## src/rtl/reg_file_8x8_pkg.sv

```systemverilog
// Shared sizing constants and word/address types for the 8x8 register file.
package reg_file_8x8_pkg;

    localparam int unsigned DATA_W   = 8;
    localparam int unsigned ADDR_W   = 3;
    localparam int unsigned NUM_REGS = 2 ** ADDR_W;

    typedef logic [ADDR_W-1:0] reg_addr_t;
    typedef logic [DATA_W-1:0] data_word_t;

endpackage

```

## src/rtl/reg_file_wdec.sv

```systemverilog
// One-hot write-enable decoder: selects the register addressed by wa when we is high.
module reg_file_wdec #(
    parameter int unsigned ADDR_W = 3
) (
    input  logic [ADDR_W-1:0]      wa,
    input  logic                   we,
    output logic [2**ADDR_W-1:0]   sel
);

    always_comb begin
        sel = '0;
        if (we) begin
            sel[wa] = 1'b1;
        end
    end

endmodule

```

## src/rtl/reg_file_8x8.sv

```systemverilog
// Eight-entry register file: two combinational read ports, one synchronous write port.
module reg_file_8x8
    import reg_file_8x8_pkg::*;
#(
    parameter int unsigned DATA_W = reg_file_8x8_pkg::DATA_W,
    parameter int unsigned ADDR_W = reg_file_8x8_pkg::ADDR_W
) (
    input  logic              clk,
    input  logic              rst,
    input  logic [ADDR_W-1:0] ra,
    input  logic [ADDR_W-1:0] rb,
    input  logic [ADDR_W-1:0] wa,
    input  logic              we,
    input  logic [DATA_W-1:0] wd,
    output logic [DATA_W-1:0] rd_a,
    output logic [DATA_W-1:0] rd_b
);

    localparam int unsigned NREG = 2 ** ADDR_W;

    logic [DATA_W-1:0] regs [NREG];
    logic [NREG-1:0]   wsel;

    reg_file_wdec #(
        .ADDR_W (ADDR_W)
    ) u_wdec (
        .wa  (wa),
        .we  (we),
        .sel (wsel)
    );

    // Reset takes priority over any pending write in the same cycle.
    always_ff @(posedge clk) begin
        if (rst) begin
            for (int unsigned i = 0; i < NREG; i++) begin
                regs[i] <= '0;
            end
        end else begin
            for (int unsigned i = 0; i < NREG; i++) begin
                if (wsel[i]) begin
                    regs[i] <= wd;
                end
            end
        end
    end

    // No write bypass: reads see the stored value until the edge.
    assign rd_a = regs[ra];
    assign rd_b = regs[rb];

endmodule

```

## config.mk

```make
export PLATFORM = sky130hd
export DESIGN_NAME = reg_file_8x8
export DESIGN_NICKNAME = d
export VERILOG_FILES = /design/src/rtl/reg_file_8x8_pkg.sv /design/src/rtl/reg_file_wdec.sv /design/src/rtl/reg_file_8x8.sv
export SDC_FILE = /design/constraint.sdc
export NUM_CORES = 1
export LEC_CHECK = 0
export CAP_MARGIN = 5
export CORE_ASPECT_RATIO = 1.75
export CORE_UTILIZATION = 50
export CTS_CLUSTER_DIAMETER = 120
export DETAILED_ROUTE_END_ITERATION = 7
export GPL_ROUTABILITY_DRIVEN = 0
export GPL_TIMING_DRIVEN = 0
export PLACE_DENSITY = 0.81
export SLEW_MARGIN = 15
export SYNTH_ARGS = -nofsm -noshare
export SYNTH_HDL_FRONTEND = slang
export SYNTH_SLANG_ARGS = --single-unit
```

## constraint.sdc

```tcl
create_clock -name clk -period 3.9 [get_ports clk]
set_clock_uncertainty 0.1 [all_clocks]
set_input_delay 0.78 -clock clk [delete_from_list [all_inputs] [get_ports clk]]
set_output_delay 0.78 -clock clk [all_outputs]
set_load 0.01 [all_outputs]
```

* After elaboration in Yosys (flattened, before gate mapping) *
Memories as Yosys holds them, arrays and structs flattened.
Cells that the tools add are included.

word-level totals
  memories = 1
  input bits = 20
  output and inout port bits = 16
  memory bits (writable) = 64
  word-level logic and storage cells = 49
  register bits after elaboration = 0

memories
  name  words  bits a word  read ports  clocked after Yosys merged registers in  write ports  line                text
  regs  8      8            2           0                                        8            reg_file_8x8.sv:21  logic [DATA_W-1:0] regs [NREG];

cells by class
  bitwise logic cells = 8
  reductions and logical operators = 1
  magnitude comparators = 2
  multiplexer cells = 37

operator list
  kind                                                 count
  2-to-1 mux 8 bit                                     9
  2-to-1 mux 1 bit                                     27
  OR 1 bit                                             8
  < comparator 3 x 4 -> 1 bit, second input constant   1
  demux 1 bit (select 3 bit)                           1
  >= comparator 3 x 1 -> 1 bit, second input constant  1
  logical AND 1 bit                                    1

* Logic depth before layout (Yosys ltp) *
  word-level depth = 9
  mapped depth = 4
  mapped depth without buffers = 2

* Hierarchy *
From an unflattened synthesis, not the netlist that was laid out.

unflattened totals
  cells, all modules = 195
  area, all modules = 3,518.4 um^2

modules (own cells, without submodules)
  module         sequential area each (um^2)  cells an instance  area an instance (um^2)  times used
  reg_file_8x8   1,921.8                      187                3,423.3                  1
  reg_file_wdec  0.0                          8                  95.1                     1

* Least setup slack after synthesis *
No wires, ideal clock.

  kind = input-to-output
  start = input port ra[0]
  end = output port rd_a[0]
  path slack = 1.179 ns
  data arrival time = 1.841 ns
  cell stages on the path = 4
  required time = 3.020 ns
  cell sequence = buf_6 buf_12 mux4_1 mux2_2

between the ends
  word-level cells in the longest chain between the ends = 1

ends and longest elaborated chain
  item                     line                text
  start: declaration       reg_file_8x8.sv:10  input logic [ADDR_W-1:0] ra,
  memory read (8 x 8 bit)  n/a
  end: declaration         reg_file_8x8.sv:15  output logic [DATA_W-1:0] rd_a,

Every way passes these cells.

* Final worst setup path *
  start = input port ra[2]
  end = output port rd_a[6]

The elaborated chain is that of the path after synthesis.

==> flow_summary.toml <==
[clock_network]
cts_setup_buffers = 0
cts_resized = 0
cts_hold_buf = 0
clkSlewWorstSetupHoldPaths_ns = 0.05
cts_made_buffers = 9
cts-root-buf = "clkbuf_16"
cts_max_level = 3
cts_tree = "yes"
cts_buffer_depth = 2
clock_sinks = 64

[finish]
fin_util = 0.618
final_nets = 266
multiInputGateArea_mm2 = 0.00137
areaGrowthSynthToFinish_pct = 18.3
largest_register_ffs = 64
fillers = 518
top_register = "regs"
fin_area_mm2 = 0.00407
drive_gt1_frac = 0.139
regArea_mm2 = 0.00192
reg_top3 = "regs (64)"
diodes = 0

[synth]
synth_nets = 228
synth_warnings = 0
syn_area_per_cell_um2 = 16.5
synth-seq-cells = 64
synthCells = 208
synth_cell_types = 15
syn_area_mm2 = 0.00344
ys_seq_area_frac = 0.559

[route]
drc_errors = 0
dr_total_vias = 1948
totalWireLength_um = 7240
dr.pass1.iters = 4
drt-initial-drc-count = 105
avgViaCountPerCell = 5.85
wl_per_cell_um = 21.7
ant_nets = 0

[floorplan]
ios = 36
rows = 39
start_util = 0.522
die_x_um = 64.7
dieArea_mm2 = 0.00723
chipHeight_um = 112
coreArea_mm2 = 0.00659

[global_route]
grt_pass1_wl_um = 11100
overflow = 0
antenna_found_initial = 0
grt.busiest_layer = "met2"
use_met3 = 0.0410
grt_pass1_vias = 2069
grt_max_degree = 11
grt_use_met2 = 0.413
grt_util_all_layers = 0.227
globalRouteMet1Util = 0.232

[min_path]
min_path_type = "in2reg"
hold_depth = 2

[pwr]
max-vdd-ir-drop_v = 0.000307
cellPowerDensity_mw_per_mm2 = 437
leakagePower_nw = 1.51

[place]
place_hpwl_um = 5150
placed_area_mm2 = 0.00381
portBuffers = 27
pre_cts_slack_ns = 0.442

[worst_setup_path]
crit_required_ns = 3.02
path_max_fanout = 10
crit_path_start_kind = "input pin"
cp_data_arrival_time_ns = 2.60
cp-end-kind = "primary output"
path_class = "in2out"

[sta]
slew_headroom = 0.648
slew_viol_final = 0
fmaxAchievable_ghz = 0.287
tightest_slew_ns = 0.528
setup_slack_ns = 0.416
post-route-min-period_ns = 3.48
hold_ws_ns = 1.15
period_share = 0.893
tns_ns = 0
setup_viol = 0
hold_viol = 0
rsz0062_at_grt = "false"

[run]
max_cap_viol_count = 0

[status]
status = "finished, final reports clean"
==> layout make-up <==
type | count | area share
Buffer | 17 | 0.0280
Clock buffer | 11 | 0.0572
Timing Repair Buffer | 27 | 0.0664
Inverter | 9 | 0.00830
Clock inverter | 5 | 0.00584
Sequential cell | 64 | 0.472
Multi-Input combinational cell | 118 | 0.337
Tap cell | 82 | 0.0252
==> power by group <==
group / switching (mW) / leakage, nW / internal (mW)
clock: 0.267 / 0.130 / 0.422
combinational: 0.113 / 0.759 / 0.144
sequential: 0.0194 / 0.620 / 0.811
==> cell usage in the layout, fill, tap and decap left out, types with 3 or more instances in the layout <==
master,instances
edfxtp_1,64
nor2_1,48
mux4_1,32
clkdlybuf4s50_1,27
mux2_2,16
nand2b_1,14
clkbuf_1,11
inv_1,9
clkbuf_16,9
clkinv_2,4
nand4bb_1,3
==> cell families after synthesis <==
group | synth area share
buf+inv | 0.0429
compound gates | 0.00582
flops | 0.559
simple gates | 0.0957
mux | 0.297
==> critical path, stage by stage <==
cell,delay [ns]
clkbuf_1,0.29
buf_2,0.35
mux4_1,0.38
mux2_2,0.32
clkdlybuf4s50_1,0.48
==> routing by layer <==
layer | vias up | routed length, um | part of all wire
met5 | - | 0 | 0
met4 | 0 | 308 | 0.043
met3 | 17 | 373 | 0.052
met2 | 77 | 4260 | 0.59
met1 | 948 | 2290 | 0.32
li1 | 906 | - | -
==> final timing paths <==
path   from    endpoint  slack [ns]
max   ra[2]     rd_a[6]        0.42
min   wa[0]  regs[7][6]        1.15
==> cell usage after synthesis <==
| library cell | count | area share |
|---|---|---|
| mux4_1 | 32 | 0.24 |
| mux2_2 | 16 | 0.052 |
| buf_2 | 2 | 0.0029 |
| or4b_1 | 1 | 0.0029 |
| nor2_1 | 48 | 0.052 |
| buf_6 | 2 | 0.0065 |
| inv_1 | 9 | 0.0098 |
| buf_1 | 2 | 0.0022 |
| buf_12 | 2 | 0.012 |
| nand2b_1 | 14 | 0.025 |
| nand4bb_1 | 3 | 0.0098 |
| a41o_1 | 2 | 0.0058 |
| clkbuf_1 | 9 | 0.0098 |
| nand4b_1 | 2 | 0.0051 |
| edfxtp_1 | 64 | 0.56 |
==> stage by stage <==
step / total power, mW / cells
after floorplan: 0.989 / 208
after global placement: 1.09 / 317
after detailed placement: 1.10 / 317
after CTS: 1.78 / 333
after global routing: 1.83 / 333
final: 1.78 / 333
Note: power is estimated with default switching activity, not from simulation.
